--- src/rtl/fetch_if.sv ---
// fetch_if: fetch-stage bus between PC select / imem / hazard unit and the fetch stage
interface fetch_if;
    logic [63:0] next_PC;
    logic [79:0] imem_data;
    logic        F_stall;
    logic        D_stall;
    logic        D_bubble;
    logic [63:0] imem_addr;
    logic [63:0] F_predPC;
    logic [2:0]  D_stat;
    logic [3:0]  D_icode;
    logic [3:0]  D_ifun;
    logic [3:0]  D_rA;
    logic [3:0]  D_rB;
    logic [63:0] D_valC;
    logic [63:0] D_valP;

    modport master (
        output next_PC, imem_data, F_stall, D_stall, D_bubble,
        input  imem_addr, F_predPC, D_stat, D_icode, D_ifun, D_rA, D_rB, D_valC, D_valP
    );

    modport slave (
        input  next_PC, imem_data, F_stall, D_stall, D_bubble,
        output imem_addr, F_predPC, D_stat, D_icode, D_ifun, D_rA, D_rB, D_valC, D_valP
    );
endinterface

--- src/rtl/fetch_stage.sv ---
// fetch_stage: Y86-64 fetch with split/predict logic, F register and D register
module fetch_stage #(
    parameter logic [63:0] RESET_PC   = 64'h0,
    parameter int unsigned IMEM_BYTES = 1024
) (
    input  logic   clk,
    input  logic   rst_n,
    fetch_if.slave bus
);
    localparam logic [2:0] S_AOK = 3'd1;
    localparam logic [2:0] S_HLT = 3'd2;
    localparam logic [2:0] S_ADR = 3'd3;
    localparam logic [2:0] S_INS = 3'd4;
    localparam logic [3:0] I_HALT = 4'h0;
    localparam logic [3:0] I_NOP  = 4'h1;
    localparam logic [3:0] I_JXX  = 4'h7;
    localparam logic [3:0] I_CALL = 4'h8;
    localparam logic [3:0] R_NONE = 4'hF;

    logic [3:0]  w_icode;
    logic [3:0]  w_ifun;
    logic        w_valid;
    logic        w_need_regids;
    logic        w_need_valc;
    logic        w_adr_err;
    logic [3:0]  w_ra;
    logic [3:0]  w_rb;
    logic [63:0] w_valc;
    logic [63:0] w_valp;
    logic [63:0] w_pred;
    logic [2:0]  w_stat;
    logic [3:0]  w_f_icode;
    logic [3:0]  w_f_ifun;

    logic [63:0] r_pred_pc;
    logic [2:0]  r_d_stat;
    logic [3:0]  r_d_icode;
    logic [3:0]  r_d_ifun;
    logic [3:0]  r_d_ra;
    logic [3:0]  r_d_rb;
    logic [63:0] r_d_valc;
    logic [63:0] r_d_valp;

    assign bus.imem_addr = bus.next_PC;

    assign w_icode       = bus.imem_data[7:4];
    assign w_ifun        = bus.imem_data[3:0];
    assign w_valid       = w_icode <= 4'hB;
    assign w_need_regids = w_icode inside {4'h2, 4'h3, 4'h4, 4'h5, 4'h6, 4'hA, 4'hB};
    assign w_need_valc   = w_icode inside {4'h3, 4'h4, 4'h5, 4'h7, 4'h8};
    assign w_adr_err     = bus.next_PC >= 64'(IMEM_BYTES);

    // Split the instruction window into register ids, constant and fall-through PC
    always_comb begin
        w_ra   = w_need_regids ? bus.imem_data[15:12] : R_NONE;
        w_rb   = w_need_regids ? bus.imem_data[11:8]  : R_NONE;
        w_valc = !w_need_valc ? 64'd0 :
                 w_need_regids ? bus.imem_data[79:16] : bus.imem_data[71:8];
        w_valp = bus.next_PC + 64'd1 + {63'd0, w_need_regids} + (w_need_valc ? 64'd8 : 64'd0);
    end

    // Status, nop substitution on bad addresses, and next-PC prediction
    always_comb begin
        w_stat    = w_adr_err ? S_ADR :
                    !w_valid ? S_INS :
                    (w_icode == I_HALT) ? S_HLT : S_AOK;
        w_f_icode = w_adr_err ? I_NOP : w_icode;
        w_f_ifun  = w_adr_err ? 4'h0 : w_ifun;
        w_pred    = (!w_adr_err && (w_icode == I_JXX || w_icode == I_CALL)) ? w_valc : w_valp;
    end

    // F register: predicted PC, held while fetch is stalled
    always_ff @(posedge clk or negedge rst_n) begin
        if (!rst_n)
            r_pred_pc <= RESET_PC;
        else if (!bus.F_stall)
            r_pred_pc <= w_pred;
    end

    // D register: stall holds, bubble injects a nop, otherwise latch the fetched fields
    always_ff @(posedge clk or negedge rst_n) begin
        if (!rst_n) begin
            r_d_stat  <= S_AOK;
            r_d_icode <= I_NOP;
            r_d_ifun  <= 4'h0;
            r_d_ra    <= R_NONE;
            r_d_rb    <= R_NONE;
            r_d_valc  <= 64'd0;
            r_d_valp  <= 64'd0;
        end else if (bus.D_stall) begin
            r_d_stat  <= r_d_stat;
        end else if (bus.D_bubble) begin
            r_d_stat  <= S_AOK;
            r_d_icode <= I_NOP;
            r_d_ifun  <= 4'h0;
            r_d_ra    <= R_NONE;
            r_d_rb    <= R_NONE;
            r_d_valc  <= 64'd0;
            r_d_valp  <= 64'd0;
        end else begin
            r_d_stat  <= w_stat;
            r_d_icode <= w_f_icode;
            r_d_ifun  <= w_f_ifun;
            r_d_ra    <= w_ra;
            r_d_rb    <= w_rb;
            r_d_valc  <= w_valc;
            r_d_valp  <= w_valp;
        end
    end

    assign bus.F_predPC = r_pred_pc;
    assign bus.D_stat   = r_d_stat;
    assign bus.D_icode  = r_d_icode;
    assign bus.D_ifun   = r_d_ifun;
    assign bus.D_rA     = r_d_ra;
    assign bus.D_rB     = r_d_rb;
    assign bus.D_valC   = r_d_valc;
    assign bus.D_valP   = r_d_valp;
endmodule

--- src/flat_wrapper.sv ---
// flat-port wrapper written by rule: the top's interface ports become plain ports
module fetch_stage_flat 
#(
    parameter logic [63:0] RESET_PC   = 64'h0,
    parameter int unsigned IMEM_BYTES = 1024
)
  (clk, rst_n, bus_next_PC, bus_imem_data, bus_F_stall, bus_D_stall, bus_D_bubble, bus_imem_addr, bus_F_predPC, bus_D_stat, bus_D_icode, bus_D_ifun, bus_D_rA, bus_D_rB, bus_D_valC, bus_D_valP);
  fetch_if bus_i ();
  input  logic clk;
  input  logic rst_n;
  input wire logic [$bits(bus_i.next_PC)-1:0] bus_next_PC;
  input wire logic [$bits(bus_i.imem_data)-1:0] bus_imem_data;
  input wire logic [$bits(bus_i.F_stall)-1:0] bus_F_stall;
  input wire logic [$bits(bus_i.D_stall)-1:0] bus_D_stall;
  input wire logic [$bits(bus_i.D_bubble)-1:0] bus_D_bubble;
  output wire logic [$bits(bus_i.imem_addr)-1:0] bus_imem_addr;
  output wire logic [$bits(bus_i.F_predPC)-1:0] bus_F_predPC;
  output wire logic [$bits(bus_i.D_stat)-1:0] bus_D_stat;
  output wire logic [$bits(bus_i.D_icode)-1:0] bus_D_icode;
  output wire logic [$bits(bus_i.D_ifun)-1:0] bus_D_ifun;
  output wire logic [$bits(bus_i.D_rA)-1:0] bus_D_rA;
  output wire logic [$bits(bus_i.D_rB)-1:0] bus_D_rB;
  output wire logic [$bits(bus_i.D_valC)-1:0] bus_D_valC;
  output wire logic [$bits(bus_i.D_valP)-1:0] bus_D_valP;
  assign bus_i.next_PC = bus_next_PC;
  assign bus_i.imem_data = bus_imem_data;
  assign bus_i.F_stall = bus_F_stall;
  assign bus_i.D_stall = bus_D_stall;
  assign bus_i.D_bubble = bus_D_bubble;
  assign bus_imem_addr = bus_i.imem_addr;
  assign bus_F_predPC = bus_i.F_predPC;
  assign bus_D_stat = bus_i.D_stat;
  assign bus_D_icode = bus_i.D_icode;
  assign bus_D_ifun = bus_i.D_ifun;
  assign bus_D_rA = bus_i.D_rA;
  assign bus_D_rB = bus_i.D_rB;
  assign bus_D_valC = bus_i.D_valC;
  assign bus_D_valP = bus_i.D_valP;
  fetch_stage #(.RESET_PC(RESET_PC), .IMEM_BYTES(IMEM_BYTES)) u_core (.clk(clk), .rst_n(rst_n), .bus(bus_i));
endmodule
--- config.mk ---
export PLATFORM = sky130hd
export DESIGN_NAME = fetch_stage_flat
export DESIGN_NICKNAME = d
export VERILOG_FILES = /design/src/rtl/fetch_if.sv /design/src/rtl/fetch_stage.sv /design/src/flat_wrapper.sv
export SDC_FILE = /design/constraint.sdc
export NUM_CORES = 1
export LEC_CHECK = 0
export BUFFER_PORTS_ARGS = -buffer_cell sky130_fd_sc_hd__buf_2
export CORE_MARGIN = 2
export CORE_UTILIZATION = 40
export CTS_BUF_LIST = sky130_fd_sc_hd__clkbuf_8
export DETAILED_ROUTE_END_ITERATION = 6
export PLACE_DENSITY = 0.67
export SLEW_MARGIN = 10
export SYNTH_ARGS = -nofsm -noshare
export SYNTH_HDL_FRONTEND = slang
export SYNTH_SLANG_ARGS = --single-unit
--- constraint.sdc ---
create_clock -name clk -period 1.52 [get_ports clk]
set_input_delay 0.456 -clock clk [delete_from_list [all_inputs] [get_ports clk]]
set_output_delay 0.456 -clock clk [all_outputs]
set_load 0.05 [all_outputs]
==> results of run 1 <==
## worst max-delay path by stage
stage                                 from                      end  slack, ns  cells past startpoint
final                     bus_imem_data[6]  u_core.bus.F_predPC[63]      -0.98                     15
after global routing      bus_imem_data[6]  u_core.bus.F_predPC[63]      -1.10                     15
after CTS                 bus_imem_data[6]  u_core.bus.F_predPC[43]      -0.94                     14
after detailed placement  bus_imem_data[6]  u_core.bus.F_predPC[47]      -1.60                     13
after global placement    bus_imem_data[6]  u_core.bus.F_predPC[47]      -1.54                     13
after floorplan           bus_imem_data[6]  u_core.bus.F_predPC[47]      -1.64                     15
## cell usage after synthesis (3+ instances only)
cell type	count	area, sq um
buf_4	65	488.0
buf_2	3	15.01
inv_1	31	116.4
nor4_1	27	168.9
nand3_1	28	140.1
nand2b_1	23	143.9
or3_1	3	18.77
clkbuf_1	65	244.0
o31ai_1	14	105.1
a22o_1	113	989.7
dfstp_2	10	262.8
buf_6	3	33.78
a221oi_1	5	43.79
o22a_1	4	35.03
a31oi_1	5	31.28
ha_1	4	50.05
nor2_1	26	97.59
nand4_1	17	106.4
buf_1	3	11.26
nor3_1	31	155.2
mux2i_1	29	290.3
dfrtp_1	201	5030
o31a_1	24	210.2
a22oi_1	3	22.52
and3_1	9	56.30
xor2_1	29	254.0
o21ai_0	43	215.2
and4_2	6	60.06
or4_1	3	22.52
nand2_1	202	758.2
and2_1	26	162.7
a21oi_1	67	335.3
clkbuf_8	3	41.29
xnor2_1	26	227.7
nor4_2	3	37.54
## power groups by stage
| stage | combinational, mW | clock, mW | sequential (mW) |
|---|---|---|---|
| final | 4.96 | 5.77 | 6.29 |
| after global routing | 5.20 | 6.04 | 6.32 |
| after CTS | 4.83 | 5.81 | 6.28 |
| after detailed placement | 4.66 | 0 | 6.36 |
| after global placement | 4.61 | 0 | 6.35 |
| after floorplan | 1.53 | 0 | 7.72 |
## state kept, by name, indices dropped and copies added (netlist names)
| name | count |
|---|---|
| u_core.bus.D_valC | 64 |
| u_core.bus.D_valP | 64 |
| u_core.bus.F_predPC | 64 |
| u_core.bus.D_icode | 4 |
| u_core.bus.D_ifun | 4 |
| u_core.bus.D_rA | 4 |
| u_core.bus.D_rB | 4 |
| u_core.bus.D_stat | 3 |
## what timing repair did
action,in CTS,in global routing
hold endpoints to repair,15,0
buffers inserted,21,19
cloned,3,1
pin swaps,94,90
hold buffers,1,0
setup endpoints to repair,420,421
resized for setup,196,99
## per-layer routing
| layer | global-route usage | wire length [um] | vias up | part of all wire |
|---|---|---|---|---|
| li1 | - | - | 5340 | - |
| met1 | 0.4172 | 19560 | 6066 | 0.39 |
| met2 | 0.5268 | 23320 | 747 | 0.46 |
| met3 | 0.07668 | 4917 | 153 | 0.097 |
| met4 | 0.1524 | 2675 | 0 | 0.053 |
| met5 | 0 | 0 | - | 0 |
## area by class of cell
class / instances / area (sq um) / area share
inverters: 33 / 133.9 / 0.007593
clock buffers: 53 / 729.5 / 0.04137
clock inverters: 14 / 81.33 / 0.004613
well taps: 378 / 473.0 / 0.02682
repair buffers: 682 / 4649 / 0.2637
multi-input cells: 804 / 6271 / 0.3557
flip-flops and latches: 211 / 5294 / 0.3002
## logic make-up (layout without fill, tap and decap cells)
| logic type | count (synthesis) | in the layout | share of synthesized area |
|---|---|---|---|
| xor+xnor | 55 | 55 | 0.04266 |
| buf+inv | 176 | 782 | 0.08521 |
| compound gates | 295 | 295 | 0.1896 |
| fa+ha+maj | 4 | 4 | 0.004432 |
| flops | 211 | 211 | 0.4687 |
| simple gates | 419 | 420 | 0.1827 |
| mux | 30 | 30 | 0.02670 |
## worst max-delay path: stages
cell,delay (ns)
buf_8,0.10
nor2b_4,0.12
a21oi_2,0.11
o22a_4,0.19
inv_4,0.04
ha_4,0.25
and4b_2,0.26
buf_6,0.11
nor2_4,0.03
buf_6,0.11
nor4_2,0.26
buf_4,0.24
nand3_2,0.09
or3_1,0.38
a32oi_1,0.19
==> flow_metrics.env, run 1 <==
export IMPL_setup_violations_final=415
export IMPL_antennaDiodeCount=0
export IMPL_grt_pass1_wl_um=72360
export IMPL_worst_slew_pin_slew_ns=0.9663
export IMPL_die_w_um=172.0
export IMPL_syn_area_sq_um=11290
export IMPL_clock_fmax_mhz=400.4
export IMPL_r2r_end="u_core.bus.D_valP[55]"
export IMPL_final_period_utilization=1.643
export IMPL_wl_um=50480
export IMPL_synthFlopType="dfrtp_1"
export IMPL_worst_setup_path_type="input port to flop"
export IMPL_final_cell_area_sq_um=17630
export IMPL_violations="setup timing"
export IMPL_hold_viol_final=0
export IMPL_synth_cells=1190
export IMPL_layout_common_cells="405 x buf_2, 206 x buf_4, 200 x dfrtp_1"
export IMPL_r2r_start="u_core.bus.D_valP[55]"
export IMPL_layout_setup_ws_ns=-0.9776
export IMPL_io_pins=424
export IMPL_drive_gt1_frac=0.5064
export IMPL_p_int_mw=10.75
export IMPL_ir_drop_v=0.0006460
export IMPL_seqPwrFrac=0.370
export IMPL_async_reset_ff_frac=1.000
export IMPL_synth_net_count=1343
export IMPL_n_fill_cell=2332
export IMPL_comb_power_share=0.291
export IMPL_port_buffer_count=423
export IMPL_min_period_ns=2.498
export IMPL_vias=12310
export IMPL_holdWs_ns=0.1661
export IMPL_holdCritStartpoint="bus_imem_data[1]"
export IMPL_clock_latency_ns=0.51
export IMPL_tns_ns=-136.37
export IMPL_post_place_ws_ns=-1.596
export IMPL_max_cap_violations=0
export IMPL_ys_types=60
export IMPL_final_nets=1924
export IMPL_slew_headroom=0.3558
export IMPL_synth_ff_latch_count=211
export IMPL_gp_congestion=0.9032
export IMPL_drc=0
export IMPL_rrSetupSlack_ns=0.67
export IMPL_p_sw_frac=0.3680
export IMPL_die_area_sq_um=29590
export IMPL_grt_max_degree=70
export IMPL_track_usage=0.3269
export IMPL_power_frac_clock=0.339
export IMPL_grt_setup_unrepaired="yes"
export IMPL_whs_path_depth=2
export IMPL_switching_power_mw=6.261
export IMPL_firstDrtPassIters=5
export IMPL_drt_first_iter_violations=1215
export IMPL_vias_per_cell=5.658
export IMPL_synth_edff_count=0
export IMPL_drv_slew=0
export IMPL_cp_max_fo=5
export IMPL_status="finished with violations"
export IMPL_numCtsBuffers=39
export IMPL_cts_sinks=211
export IMPL_ant_nets=0
export IMPL_rows=61
export IMPL_avgRoutedWirePerCell_um=23.21
export IMPL_place_hpwl_um=36770
export IMPL_htree_num_levels=2
export IMPL_place_area_sq_um=15220
export IMPL_antenna_found_initial=0
export IMPL_p_per_area_nw_per_um2=965.0
export IMPL_hold_path_end="u_core.bus.D_ifun[1]"
export IMPL_syn_avg_cell_area_sq_um=9.489
export IMPL_crit_path_start_kind="input port"
export IMPL_finClkSkew_ns=0
export IMPL_core_sq_um=27780
export IMPL_start_util=0.4065
export IMPL_yosysSeqAreaShare=0.4687
export IMPL_final_util=0.6347
export IMPL_worstPathRequired_ns=1.99
export IMPL_overflow=0
export IMPL_final_cell_count_no_fill=2175
export IMPL_clk_transition_reported_paths_ns=0.07
export IMPL_r2r_cells=2
export IMPL_leakagePower_nw=9.063
export IMPL_arrival_ns=2.96
export IMPL_cts_root_buffer="clkbuf_8"
export IMPL_die_y_um=172.0
export IMPL_total_power_mw=17.01
export IMPL_dp_cells=2071
export IMPL_area_growth_syn_to_layout_pct=56.14
export IMPL_hp_class="input port to flop"
export IMPL_endpoint_kind="flop"
export IMPL_cts_tree="done"
export IMPL_cts_buffer_depth=3
export IMPL_final_common_cell="buf_2"
export IMPL_yosysWarnings=0
export IMPL_grt_pass1_vias=11960
(Power assumes the default switching activity.)
==> run 2, diff against run 1 <==
- ABC_AREA: unset -> 1
- PLACE_DENSITY: 0.67 -> 0.66
==> flow_metrics.env, run 2 <==
export IMPL_status="finished with violations"
export IMPL_violations="setup timing"
export IMPL_crit_path_top_delay_cell="ha_4"
export IMPL_wl_um=64950
export IMPL_final_nets=2728
export IMPL_dp_cells=2806
export IMPL_place_hpwl_um=46060
export IMPL_antenna_found_initial=1
export IMPL_grt_setup_unrepaired="yes"
export IMPL_layout_setup_ws_ns=-0.3850
export IMPL_slew_headroom=0.6750
export IMPL_drv_slew=0
export IMPL_io_pins=424
export IMPL_yosys_area_top_type_share=0.3969
export IMPL_grt_pass1_wl_um=92500
export IMPL_area_growth_syn_to_layout_pct=72.01
export IMPL_total_power_mw=18.31
export IMPL_htree_num_levels=2
export IMPL_syn_area_sq_um=12670
export IMPL_cts_buffer_depth=3
export IMPL_cts_tree="done"
export IMPL_die_y_um=182
export IMPL_synth_ff_latch_count=211
export IMPL_start_util=0.4037
export IMPL_grt_max_degree=82
export IMPL_synth_cells=1871
export IMPL_grt_pass1_vias=15510
export IMPL_synth_net_count=2024
export IMPL_cts_root_buffer="clkbuf_8"
export IMPL_synth_edff_count=0
export IMPL_place_area_sq_um=16810
export IMPL_numCtsBuffers=40
export IMPL_avgRoutedWirePerCell_um=21.59
export IMPL_final_common_cell="nand2_1"
export IMPL_worst_slew_pin_slew_ns=0.4830
export IMPL_rows=65
export IMPL_syn_avg_cell_area_sq_um=6.774
export IMPL_yosysWarnings=0
export IMPL_async_reset_ff_frac=1.000
export IMPL_die_area_sq_um=33120
export IMPL_worst_setup_path_type="input port to flop"
export IMPL_clk_transition_reported_paths_ns=0.06
export IMPL_final_cell_count_no_fill=3008
export IMPL_ir_drop_v=0.0004943
export IMPL_final_util=0.6944
export IMPL_final_period_utilization=1.253
export IMPL_crit_path_max_incr_delay_ns=0.33
export IMPL_min_period_ns=1.905
export IMPL_leakagePower_nw=11.41
export IMPL_p_per_area_nw_per_um2=839.9
export IMPL_synth_commonest_cells="740 x nand2_1, 249 x nor2_1, 201 x dfrtp_1"
export IMPL_firstDrtPassIters=7
export IMPL_max_cap_violations=0
export IMPL_port_buffer_count=423
export IMPL_hp_class="input port to flop"
export IMPL_tns_ns=-42.73
export IMPL_ant_nets=0
export IMPL_ys_types=37
export IMPL_post_place_ws_ns=-1.164
export IMPL_setup_violations_final=340
export IMPL_path_cells="buf_8 -> nand2_8 -> o21ai_2 -> nand2_2 -> nand2_4 -> ha_4 -> nand2_4 -> buf_4 -> nor2_4 -> nand3_2 -> nand2_4 -> buf_6 -> xnor2_4 -> nand2_2 -> nand3_2 -> nand2_1"
export IMPL_clock_latency_ns=0.57
export IMPL_die_w_um=182
export IMPL_drc=0
export IMPL_arrival_ns=2.36
export IMPL_track_usage=0.3687
export IMPL_clock_fmax_mhz=524.9
export IMPL_finClkSkew_ns=0
export IMPL_synthFlopType="dfrtp_1"
export IMPL_endpoint_kind="flop"
export IMPL_vias=16120
export IMPL_overflow=0
export IMPL_layout_common_cells="616 x nand2_1, 324 x buf_4, 232 x buf_6"
export IMPL_synth_largest_area_cell="dfrtp_1"
export IMPL_drt_first_iter_violations=1472
export IMPL_drive_gt1_frac=0.4537
export IMPL_gp_congestion=0.9479
export IMPL_n_fill_cell=2512
export IMPL_cts_sinks=211
export IMPL_rrSetupSlack_ns=0.50
export IMPL_worstPathRequired_ns=1.97
export IMPL_yosysSeqAreaShare=0.4176
export IMPL_cpMostUsedCell="nand2_4"
export IMPL_cp_max_fo=5
export IMPL_holdWs_ns=0.1244
export IMPL_crit_path_start_kind="input port"
export IMPL_final_cell_area_sq_um=21800
export IMPL_core_sq_um=31390
export IMPL_synth_most_common_cell="nand2_1"
export IMPL_vias_per_cell=5.358
export IMPL_hold_viol_final=0
export IMPL_ys_top_cells_by_area="dfrtp_1 40%, nand2_1 22%, nor2_1 7.4%"
[run 2: path summary, 6_finish.rpt]
check	start	endpoint	cells after the start
worst max-delay path	bus_imem_data[4]	u_core.bus.F_predPC[9]	16
worst min-delay path	bus_imem_data[14]	u_core.bus.D_rA[2]	3
worst max register to register	u_core.bus.D_valC[54]	u_core.bus.D_valC[54]	3
worst min register to register	u_core.bus.F_predPC[38]	u_core.bus.F_predPC[38]	2
max in group asynchronous	rst_n	u_core.bus.D_rB[3]	3
min in group asynchronous	rst_n	u_core.bus.F_predPC[36]	2
[run 2: timing repair]
item                       4_1_cts  5_1_grt
setup endpoints to repair      392      351
hold endpoints to repair        28        0
hold buffers                     1        0
gates resized for setup        673      207
setup buffers                   68       63
gates cloned                     6        1
pin swaps                       96      123
[run 2: worst max-delay path, delay by kind of cell]
| kind | cells | cell delay [ns] |
|---|---|---|
| buffers and inverters | 3 | 0.39 |
| adder cells (fa/ha/maj) | 1 | 0.33 |
| XOR/XNOR | 1 | 0.14 |
| AND/OR/NAND/NOR | 10 | 0.95 |
| AO/OA/AOI/OAI | 1 | 0.07 |
[run 2: where the power goes]
group	total [mW]	leakage [nW]	switching (mW)	internal, mW
Clock	5.78	0.469	2.75	3.03
Combinational	6.10	8.23	3.91	2.19
Sequential	6.43	2.71	0.396	6.03
Total	18.3	11.4	7.05	11.3
[run 2: layout make-up]
| type | instances | area (sq um) | area share |
|---|---|---|---|
| clock buffer | 51 | 701.9 | 0.03220 |
| clock inverter | 21 | 98.84 | 0.004534 |
| sequential | 211 | 5300 | 0.2431 |
| multi-input combinational | 1381 | 7694 | 0.3529 |
| timing repair buffer | 805 | 6962 | 0.3193 |
| inverter | 136 | 538.0 | 0.02468 |
| tap | 402 | 503.0 | 0.02307 |
| antenna | 1 | 2.502 | 0.0001148 |
[run 2: cell families after synthesis]
family,synth area share
buffers and inverters,0.1063
adders and majority gates,0.003949
AOI/OAI and AO/OA,0.08876
and+or+nand+nor,0.3716
xor gates and xnor gates,0.01175
DFF,0.4176
[run 2: metal layers]
metal,track usage,part of all wire,vias to the layer above
li1,-,-,7278
met1,0.4967,0.40,7663
met2,0.5798,0.45,977
met3,0.08123,0.094,198
met4,0.1429,0.050,0
met5,0,0,-
==> run 3, diff against run 2 <==
- CAP_MARGIN: unset -> 15
- PLACE_DENSITY: 0.66 -> 0.75
- RECOVER_POWER: unset -> 100
==> flow_metrics.env, run 3 (synthesis results as in run 2) <==
export IMPL_start_util=0.4037
export IMPL_drv_slew=0
export IMPL_max_cap_violations=0
export IMPL_endpoint_kind="flop"
export IMPL_vias=15960
export IMPL_tns_ns=-41.55
export IMPL_status="finished with violations"
export IMPL_die_w_um=182
export IMPL_cp_max_fo=6
export IMPL_violations="setup timing"
export IMPL_layout_setup_ws_ns=-0.3578
export IMPL_rrSetupSlack_ns=0.53
export IMPL_cts_tree="done"
export IMPL_grt_setup_unrepaired="yes"
export IMPL_clock_latency_ns=0.56
export IMPL_firstDrtPassIters=6
export IMPL_core_sq_um=31390
export IMPL_htree_num_levels=2
export IMPL_worst_slew_pin_slew_ns=0.9941
export IMPL_crit_path_top_delay_cell="nor2_4"
export IMPL_vias_per_cell=5.339
export IMPL_min_period_ns=1.878
export IMPL_place_hpwl_um=45110
export IMPL_gp_congestion=0.9574
export IMPL_clock_fmax_mhz=532.6
export IMPL_cts_buffer_depth=3
export IMPL_drive_gt1_frac=0.4262
export IMPL_leakagePower_nw=11.18
export IMPL_grt_pass1_wl_um=90140
export IMPL_ir_drop_v=0.0004961
export IMPL_path_cells="buf_8 -> nor2_4 -> nand2_4 -> nand2_4 -> inv_6 -> ha_4 -> inv_4 -> ha_4 -> nand3_4 -> nand2_8 -> nand2_8 -> nor2_4 -> buf_12 -> nand3_2 -> nand2_2 -> nand3_2 -> nand3_1 -> nand2_1"
export IMPL_grt_pass1_vias=15260
export IMPL_cts_root_buffer="clkbuf_8"
export IMPL_avgRoutedWirePerCell_um=20.69
export IMPL_rows=65
export IMPL_port_buffer_count=423
export IMPL_drc=0
export IMPL_worst_setup_path_type="input port to flop"
export IMPL_place_area_sq_um=16770
export IMPL_final_cell_area_sq_um=21140
export IMPL_crit_path_max_incr_delay_ns=0.16
export IMPL_final_common_cell="nand2_1"
export IMPL_drt_first_iter_violations=1767
export IMPL_antenna_found_initial=0
export IMPL_area_growth_syn_to_layout_pct=66.78
export IMPL_clk_transition_reported_paths_ns=0.07
export IMPL_worstPathRequired_ns=1.98
export IMPL_setup_violations_final=355
export IMPL_wl_um=61880
export IMPL_grt_max_degree=82
export IMPL_total_power_mw=17.92
export IMPL_arrival_ns=2.34
export IMPL_track_usage=0.3559
export IMPL_io_pins=424
export IMPL_final_nets=2713
export IMPL_hold_viol_final=0
export IMPL_crit_path_start_kind="input port"
export IMPL_final_period_utilization=1.235
export IMPL_cts_sinks=211
export IMPL_die_area_sq_um=33120
export IMPL_ant_nets=0
export IMPL_finClkSkew_ns=0
export IMPL_hp_class="input port to flop"
export IMPL_die_y_um=182
export IMPL_p_per_area_nw_per_um2=847.8
export IMPL_slew_headroom=0.3373
export IMPL_layout_common_cells="656 x nand2_1, 311 x buf_4, 236 x buf_6"
export IMPL_antennaDiodeCount=0
export IMPL_numCtsBuffers=39
export IMPL_overflow=0
## run 3: cell count changes in the layout (fill, tap and decap cells not counted), sizes merged
cell,before,now
clkbuf,53,64
inv,152,145
clkinv,4,9
buf,802,775
diode,1,0
clkinvlp,1,2
## run 3: repair_timing
item,CTS,global route
gates cloned,2,2
pin swaps,94,87
hold endpoints to repair,16,0
setup buffers,62,58
setup endpoints to repair,374,385
gates resized for setup,635,137
hold buffers,1,0
## run 3: worst max-delay path, delay by kind of cell
kind	cells	cell delay, ns
adder cells (fa/ha/maj)	2	0.30
buffers and inverters	4	0.36
AND/OR/NAND/NOR	12	1.20
## run 3: path summary, 6_finish.rpt
check                                      startpoint                      end  cells past startpoint
worst max-delay path                 bus_imem_data[7]  u_core.bus.F_predPC[36]                     18
worst min-delay path                bus_imem_data[14]       u_core.bus.D_rA[2]                      3
worst max register to register  u_core.bus.D_valC[42]    u_core.bus.D_valC[42]                      3
worst min register to register  u_core.bus.D_valP[35]    u_core.bus.D_valP[35]                      2
max in group asynchronous                       rst_n    u_core.bus.D_valP[53]                      3
min in group asynchronous                       rst_n  u_core.bus.F_predPC[36]                      2
## run 3: where the power goes
part	switching [mW]	leakage [nW]	total [mW]	internal [mW]
logic	3.81	8.03	5.90	2.09
registers	0.388	2.71	6.42	6.03
clock network	2.68	0.438	5.60	2.91
total	6.88	11.2	17.9	11.0
## run 3: through the flow
step	utilization	hold slack, ns	instances	setup WS (ns)
6_report	0.6733	0.1480	2990	-0.3578
4_1_cts	0.6432	0.1267	2935	-0.2553
3_3_place_gp	0.5342	0.3565	2802	-1.163
5_1_grt	0.6733	0.1495	2990	-0.4180
2_1_floorplan	-	0.1604	1871	-0.7517
3_5_place_dp	0.5342	0.3593	2802	-1.179
## run 3: cell type report
class	instances	area (sq um)
Timing Repair Buffer	791	6665
Clock buffer	49	674.4
Clock inverter	20	96.34
Sequential cell	211	5300
Inverter	136	545.5
Multi-Input combinational cell	1381	7352
Fill cell	2584	10260
Tap cell	402	503.0
## run 3: layer usage
metal  wire length, um  up-vias  global-route usage
li1                  -     7239                   -
met1             24260     7577              0.4654
met2             29320      959              0.5872
met3              5481      188             0.06117
met4              2817        0              0.1432
met5                 0        -                   0
